[src/rtl/alu_pkg.sv]
`default_nettype none
// ============================================================================
//  Module   : alu_pkg
//  Purpose  : Shared opcode, flag-index and FSM-state definitions for the
//             8-bit ALU and its command sequencer.
//  Revision : 1.0  initial release
// ============================================================================
package alu_pkg;

    localparam logic [2:0] ALU_ADD = 3'b000;
    localparam logic [2:0] ALU_SUB = 3'b001;
    localparam logic [2:0] ALU_INC = 3'b010;
    localparam logic [2:0] ALU_DEC = 3'b011;
    localparam logic [2:0] ALU_AND = 3'b100;
    localparam logic [2:0] ALU_OR  = 3'b101;
    localparam logic [2:0] ALU_XOR = 3'b110;
    localparam logic [2:0] ALU_NOT = 3'b111;

    // Bit positions within the 4-bit {carry,zero,overflow,negative} flag word
    localparam int FLG_C = 3;
    localparam int FLG_Z = 2;
    localparam int FLG_V = 1;
    localparam int FLG_N = 0;

    typedef enum logic [1:0] {
        ST_IDLE = 2'd0,
        ST_EXEC = 2'd1,
        ST_RESP = 2'd2
    } state_t;

endpackage
`default_nettype wire

[src/rtl/alu_cmd_sequencer.sv]
`default_nettype none
// ============================================================================
//  Module   : alu_cmd_sequencer
//  Purpose  : Handshaked command front-end for the combinational ALU with
//             accumulator chaining, N-fold iteration and sticky flags.
//  Revision : 1.0  initial release
// ============================================================================
module alu_cmd_sequencer
    import alu_pkg::*;
#(
    parameter int DATA_W = 8,
    parameter int OP_W   = 3,
    parameter int CNT_W  = 4
) (
    input  logic              clk,
    input  logic              rst,
    input  logic              cmd_valid,
    output logic              cmd_ready,
    input  logic [OP_W-1:0]   cmd_opcode,
    input  logic [DATA_W-1:0] cmd_a,
    input  logic [DATA_W-1:0] cmd_b,
    input  logic              cmd_use_acc,
    input  logic [CNT_W-1:0]  cmd_repeat,
    output logic [DATA_W-1:0] alu_a,
    output logic [DATA_W-1:0] alu_b,
    output logic [OP_W-1:0]   alu_opcode,
    input  logic [DATA_W-1:0] alu_result,
    input  logic [3:0]        alu_flags,
    output logic              rsp_valid,
    input  logic              rsp_ready,
    output logic [DATA_W-1:0] rsp_result,
    output logic [3:0]        rsp_flags,
    output logic [DATA_W-1:0] acc,
    output logic [3:0]        sticky_flags,
    input  logic              clr_sticky
);

    state_t              r_state;
    state_t              w_state_next;
    logic [DATA_W-1:0]   r_alu_a;
    logic [DATA_W-1:0]   r_alu_b;
    logic [OP_W-1:0]     r_alu_opcode;
    logic [DATA_W-1:0]   r_rsp_result;
    logic [3:0]          r_rsp_flags;
    logic [DATA_W-1:0]   r_acc;
    logic [3:0]          r_sticky;
    logic [CNT_W-1:0]    r_iter;
    logic                w_accept;
    logic                w_exec;
    logic                w_exec_last;
    logic [3:0]          w_sticky_base;

    assign w_accept    = (r_state == ST_IDLE) && cmd_valid;
    assign w_exec      = (r_state == ST_EXEC);
    assign w_exec_last = w_exec && (r_iter == '0);

    // A clear coinciding with an EXEC sample keeps that sample's flags
    assign w_sticky_base = clr_sticky ? 4'b0000 : r_sticky;

    always_ff @(posedge clk) begin
        if (rst) begin
            r_state <= ST_IDLE;
        end else begin
            r_state <= w_state_next;
        end
    end

    always_comb begin
        w_state_next = r_state;
        unique case (r_state)
            ST_IDLE: if (cmd_valid)       w_state_next = ST_EXEC;
            ST_EXEC: if (r_iter == '0)    w_state_next = ST_RESP;
            ST_RESP: if (rsp_ready)       w_state_next = ST_IDLE;
            default:                      w_state_next = ST_IDLE;
        endcase
    end

    always_ff @(posedge clk) begin
        if (rst) begin
            r_alu_a      <= '0;
            r_alu_b      <= '0;
            r_alu_opcode <= '0;
            r_rsp_result <= '0;
            r_rsp_flags  <= '0;
            r_acc        <= '0;
            r_sticky     <= '0;
            r_iter       <= '0;
        end else begin
            if (w_accept) begin
                r_alu_opcode <= cmd_opcode;
                r_alu_b      <= cmd_b;
                r_alu_a      <= cmd_use_acc ? r_acc : cmd_a;
                r_iter       <= cmd_repeat;
            end else if (w_exec && !w_exec_last) begin
                r_alu_a <= alu_result;
                r_iter  <= r_iter - 1'b1;
            end

            if (w_exec_last) begin
                r_rsp_result <= alu_result;
                r_rsp_flags  <= alu_flags;
                r_acc        <= alu_result;
            end

            r_sticky <= w_exec ? (w_sticky_base | alu_flags) : w_sticky_base;
        end
    end

    assign cmd_ready    = (r_state == ST_IDLE);
    assign rsp_valid    = (r_state == ST_RESP);
    assign alu_a        = r_alu_a;
    assign alu_b        = r_alu_b;
    assign alu_opcode   = r_alu_opcode;
    assign rsp_result   = r_rsp_result;
    assign rsp_flags    = r_rsp_flags;
    assign acc          = r_acc;
    assign sticky_flags = r_sticky;

endmodule
`default_nettype wire

[config.mk]
export PLATFORM = sky130hd
export DESIGN_NAME = alu_cmd_sequencer
export DESIGN_NICKNAME = d
export VERILOG_FILES = /design/src/rtl/alu_pkg.sv /design/src/rtl/alu_cmd_sequencer.sv
export SDC_FILE = /design/constraint.sdc
export NUM_CORES = 1
export LEC_CHECK = 0
export CAP_MARGIN = 10
export CORE_ASPECT_RATIO = 0.9
export CORE_UTILIZATION = 42
export CTS_BUF_LIST = sky130_fd_sc_hd__clkbuf_2 sky130_fd_sc_hd__clkbuf_4 sky130_fd_sc_hd__clkbuf_8
export DETAILED_ROUTE_END_ITERATION = 6
export PLACE_DENSITY = 0.91
export SYNTH_ARGS = -nofsm -noshare
export SYNTH_HDL_FRONTEND = slang
export SYNTH_SLANG_ARGS = --single-unit
[constraint.sdc]
create_clock -name clk -period 2.2 [get_ports clk]
set_input_delay 0.44 -clock clk [delete_from_list [all_inputs] [get_ports clk]]
set_output_delay 0.44 -clock clk [all_outputs]
set_load 0.01 [all_outputs]
==> flow_summary.yaml <==
outcome:
  status: "finished clean"
final_layout:
  multi_input_area_sq_um: 868.3
  fin_nets: 344
  fillers: 334
  synthToLayoutAreaGrowth_pct: 53.55
  drive_above_1_share_pct: 7.921
  diodes: 0
  fin_util_pct: 68.36
  fin_cells: 363
  register_area_sq_um: 820.8
die:
  die_y_um: 64.97
  fp.coreArea_sq_mm: 0.004156
  die_x_um: 71.97
  start_util_pct: 44.52
  dieArea_sq_mm: 0.004676
  row_count: 22
  num_io_pins: 86
yosys:
  ys_seq_elements: 41
  synth_top_area_cell: "dfxtp_1"
  synth_edf_count: 0
  syn-num-nets: 267
  synth_simple_gate_area_share_pct: 22.92
  synth_xor_area_share_pct: 0
  synth_compound_area_share_pct: 21.97
  ys_top_cells_by_area: "dfxtp_1 44%, a21oi_1 7.6%, nand2_1 6.3%"
  ys_types: 35
  async_flop_share_pct: 0
  synth_area_per_cell_sq_um: 8.225
  yosysWarnings: 0
  ys_seq_area_share_pct: 44.35
  syn_area_sq_mm: 0.001851
  synthAdderAreaFrac_pct: 0.6761
  ys.flop_type: "dfxtp_1"
  synth_top_family_by_area: "simple AND/OR/NAND/NOR gates"
  synth_mux_area_share_pct: 0.8114
  synth_top_area_share_pct: 44.35
  syn_inst: 225
routing:
  drc_errors: 0
  vias: 1908
  firstDrtPassIters: 4
  drt-wirelength-per-cell_um: 14.47
  vias_per_cell: 5.256
  drt-initial-drc-count: 109
  finalWirelength_um: 5251
  drtAntennaViolNets: 0
clock_tree:
  clk_pin_slew_ns: 0.08
  cts_setup_buffers: 0
  ctsHoldBuffers: 0
  cts_tree: "yes"
  clk_latency_ns: 0.29
  cts_sinks: 41
  cts_resized: 0
  clock_path_buffers: 2
  htreeDepth: 2
  cts_made_buffers: 5
  root_buffer: "clkbuf_8"
flow_run:
  cap_violations: 0
critical_path:
  rrSetupSlack_ns: 0.44
  crit_chain: "and2b_1 -> clkdlybuf4s50_1"
  cp-start-kind: "register"
  worst_r2r_path_depth: 6
  cp.required_ns: 1.76
  r2r_start: "r_iter[0]"
  setup.worst_path.class: "register to primary output"
  worstPathArrival_ns: 1.53
  crit_fanout: 10
  slowest_delay_ns: 0.51
  slowest_stage: "dfxtp_1"
  cp-end-kind: "primary output"
  regToRegEndpoint: "alu_a[2]"
place:
  io_buffers: 85
  dp.cells: 355
  gp_congestion: 0.7791
  hpwlAfterDp_um: 3710
pwr:
  p_per_area_mw_per_mm2: 841.1
  ir_drop_mv: 0.4766
  leakage_nw: 1.022
worst_hold_path:
  worstHoldStart: "alu_b[0]"
  hold_depth: 2
  hold_path.class: "register to register"
  whs_endpoint: "alu_b[0]"
timing:
  slew-limit-headroom_pct: 71.30
  drv_slew: 0
  tightest_slew_ns: 0.4287
  finalSetupViolCount: 0
  hold_violations: 0
  final.setup.tns_ns: 0
  layout_worst_path_cycle_share_pct: 89.52
  finalCriticalPeriod_ns: 1.969
  rsz0062_at_grt: "false"
  fin_skew_ns: 0.005086
  max_freq_mhz: 507.8
grt:
  overflow: 0
  grtUsageTotal_pct: 23.68
  grt_pass1_vias: 1853
  grt_pass1_wl_um: 8645
  grt_max_degree: 30
  antenna_found_initial: 0
==> cells in the final DEF (no fill, tap or decap), drive strengths merged, types with 7 or more instances in the layout <==
| cell type | count |
|---|---|
| clkbuf | 7 |
| o32ai | 9 |
| nand2 | 31 |
| a21oi | 28 |
| dfxtp | 41 |
| nand3 | 14 |
| buf | 10 |
| clkdlybuf4s50 | 85 |
| a211oi | 8 |
| o21ai | 13 |
| nor2 | 16 |
| nor2b | 13 |
==> worst max-delay path: cells and delay by family (launching register included) <==
kind / cells / cell delay (ns)
flip-flops: 1 / 0.51
AND/OR/NAND/NOR: 1 / 0.24
buffers and inverters: 1 / 0.48
==> cells in the mapped netlist (2+ instances only) <==
cell / count
inv_1: 5
buf_6: 3
nor2b_1: 13
a21oi_1: 28
buf_4: 8
nand2b_1: 2
nand2_1: 31
a211oi_1: 8
buf_2: 5
nor2_1: 16
clkbuf_1: 8
nor3b_1: 2
nand3_1: 14
o21ai_0: 13
dfxtp_1: 41
o32ai_1: 9
==> cell families (layout without fill, tap and decap cells) <==
family,after synthesis,after routing
adders and majority gates,1,1
and+or+nand+nor,87,87
AOI/OAI and AO/OA,65,65
buffers and inverters,30,108
DFF,41,41
muxes,1,1
==> cell type report <==
class	instances	area share, %
multi-input cells	154	30.56
flip-flops and latches	41	28.89
inverters	5	0.6605
clock buffers	7	3.170
well taps	60	2.642
clock inverters	1	1.057
repair buffers	95	33.03
==> report_power, final <==
group / internal (mW) / total, mW / switching [mW]
Clock: 0.382 / 0.635 / 0.253
Sequential: 0.843 / 0.929 / 0.0862
Combinational: 0.426 / 0.826 / 0.400
==> state kept, by name, summed over array words and instances (netlist names) <==
name          cells
acc               8
alu_a             8
alu_b             8
alu_opcode        3
r_iter            4
r_state           2
rsp_flags         4
sticky_flags      4
==> worst max path at each step <==
stage | from | end | slack, ns | depth (start not counted)
2_1_floorplan | r_iter[0] | acc[7] | 0.65 | 6
3_3_place_gp | cmd_valid | alu_a[6] | 0.16 | 5
3_5_place_dp | cmd_valid | alu_a[6] | 0.12 | 5
4_1_cts | r_state[0] | rsp_valid | 0.24 | 2
5_1_grt | r_state[0] | rsp_valid | 0.18 | 2
6_report | r_state[0] | rsp_valid | 0.23 | 2
==> metal layers <==
metal / vias up / global-route usage (%) / wire (um)
met1: 875 / 29.13 / 2279
li1: 930 / - / -
met2: 88 / 36.91 / 2404
met5: - / 0 / 0
met3: 15 / 8.087 / 461
met4: 0 / 11.52 / 105
==> metrics by stage <==
step | power (mW) | cell area (sq um) | worst slack, ns | hold slack, ns
after floorplan | 1.380 | 1851 | 0.6473 | 0.4781
after global placement | 1.730 | 2721 | 0.1558 | 0.4422
after detailed placement | 1.758 | 2721 | 0.1212 | 0.4498
after CTS | 2.386 | 2841 | 0.2399 | 0.4641
after global routing | 2.514 | 2841 | 0.1797 | 0.4850
final | 2.390 | 2841 | 0.2307 | 0.4595
Power figures use the tool's default switching activity.
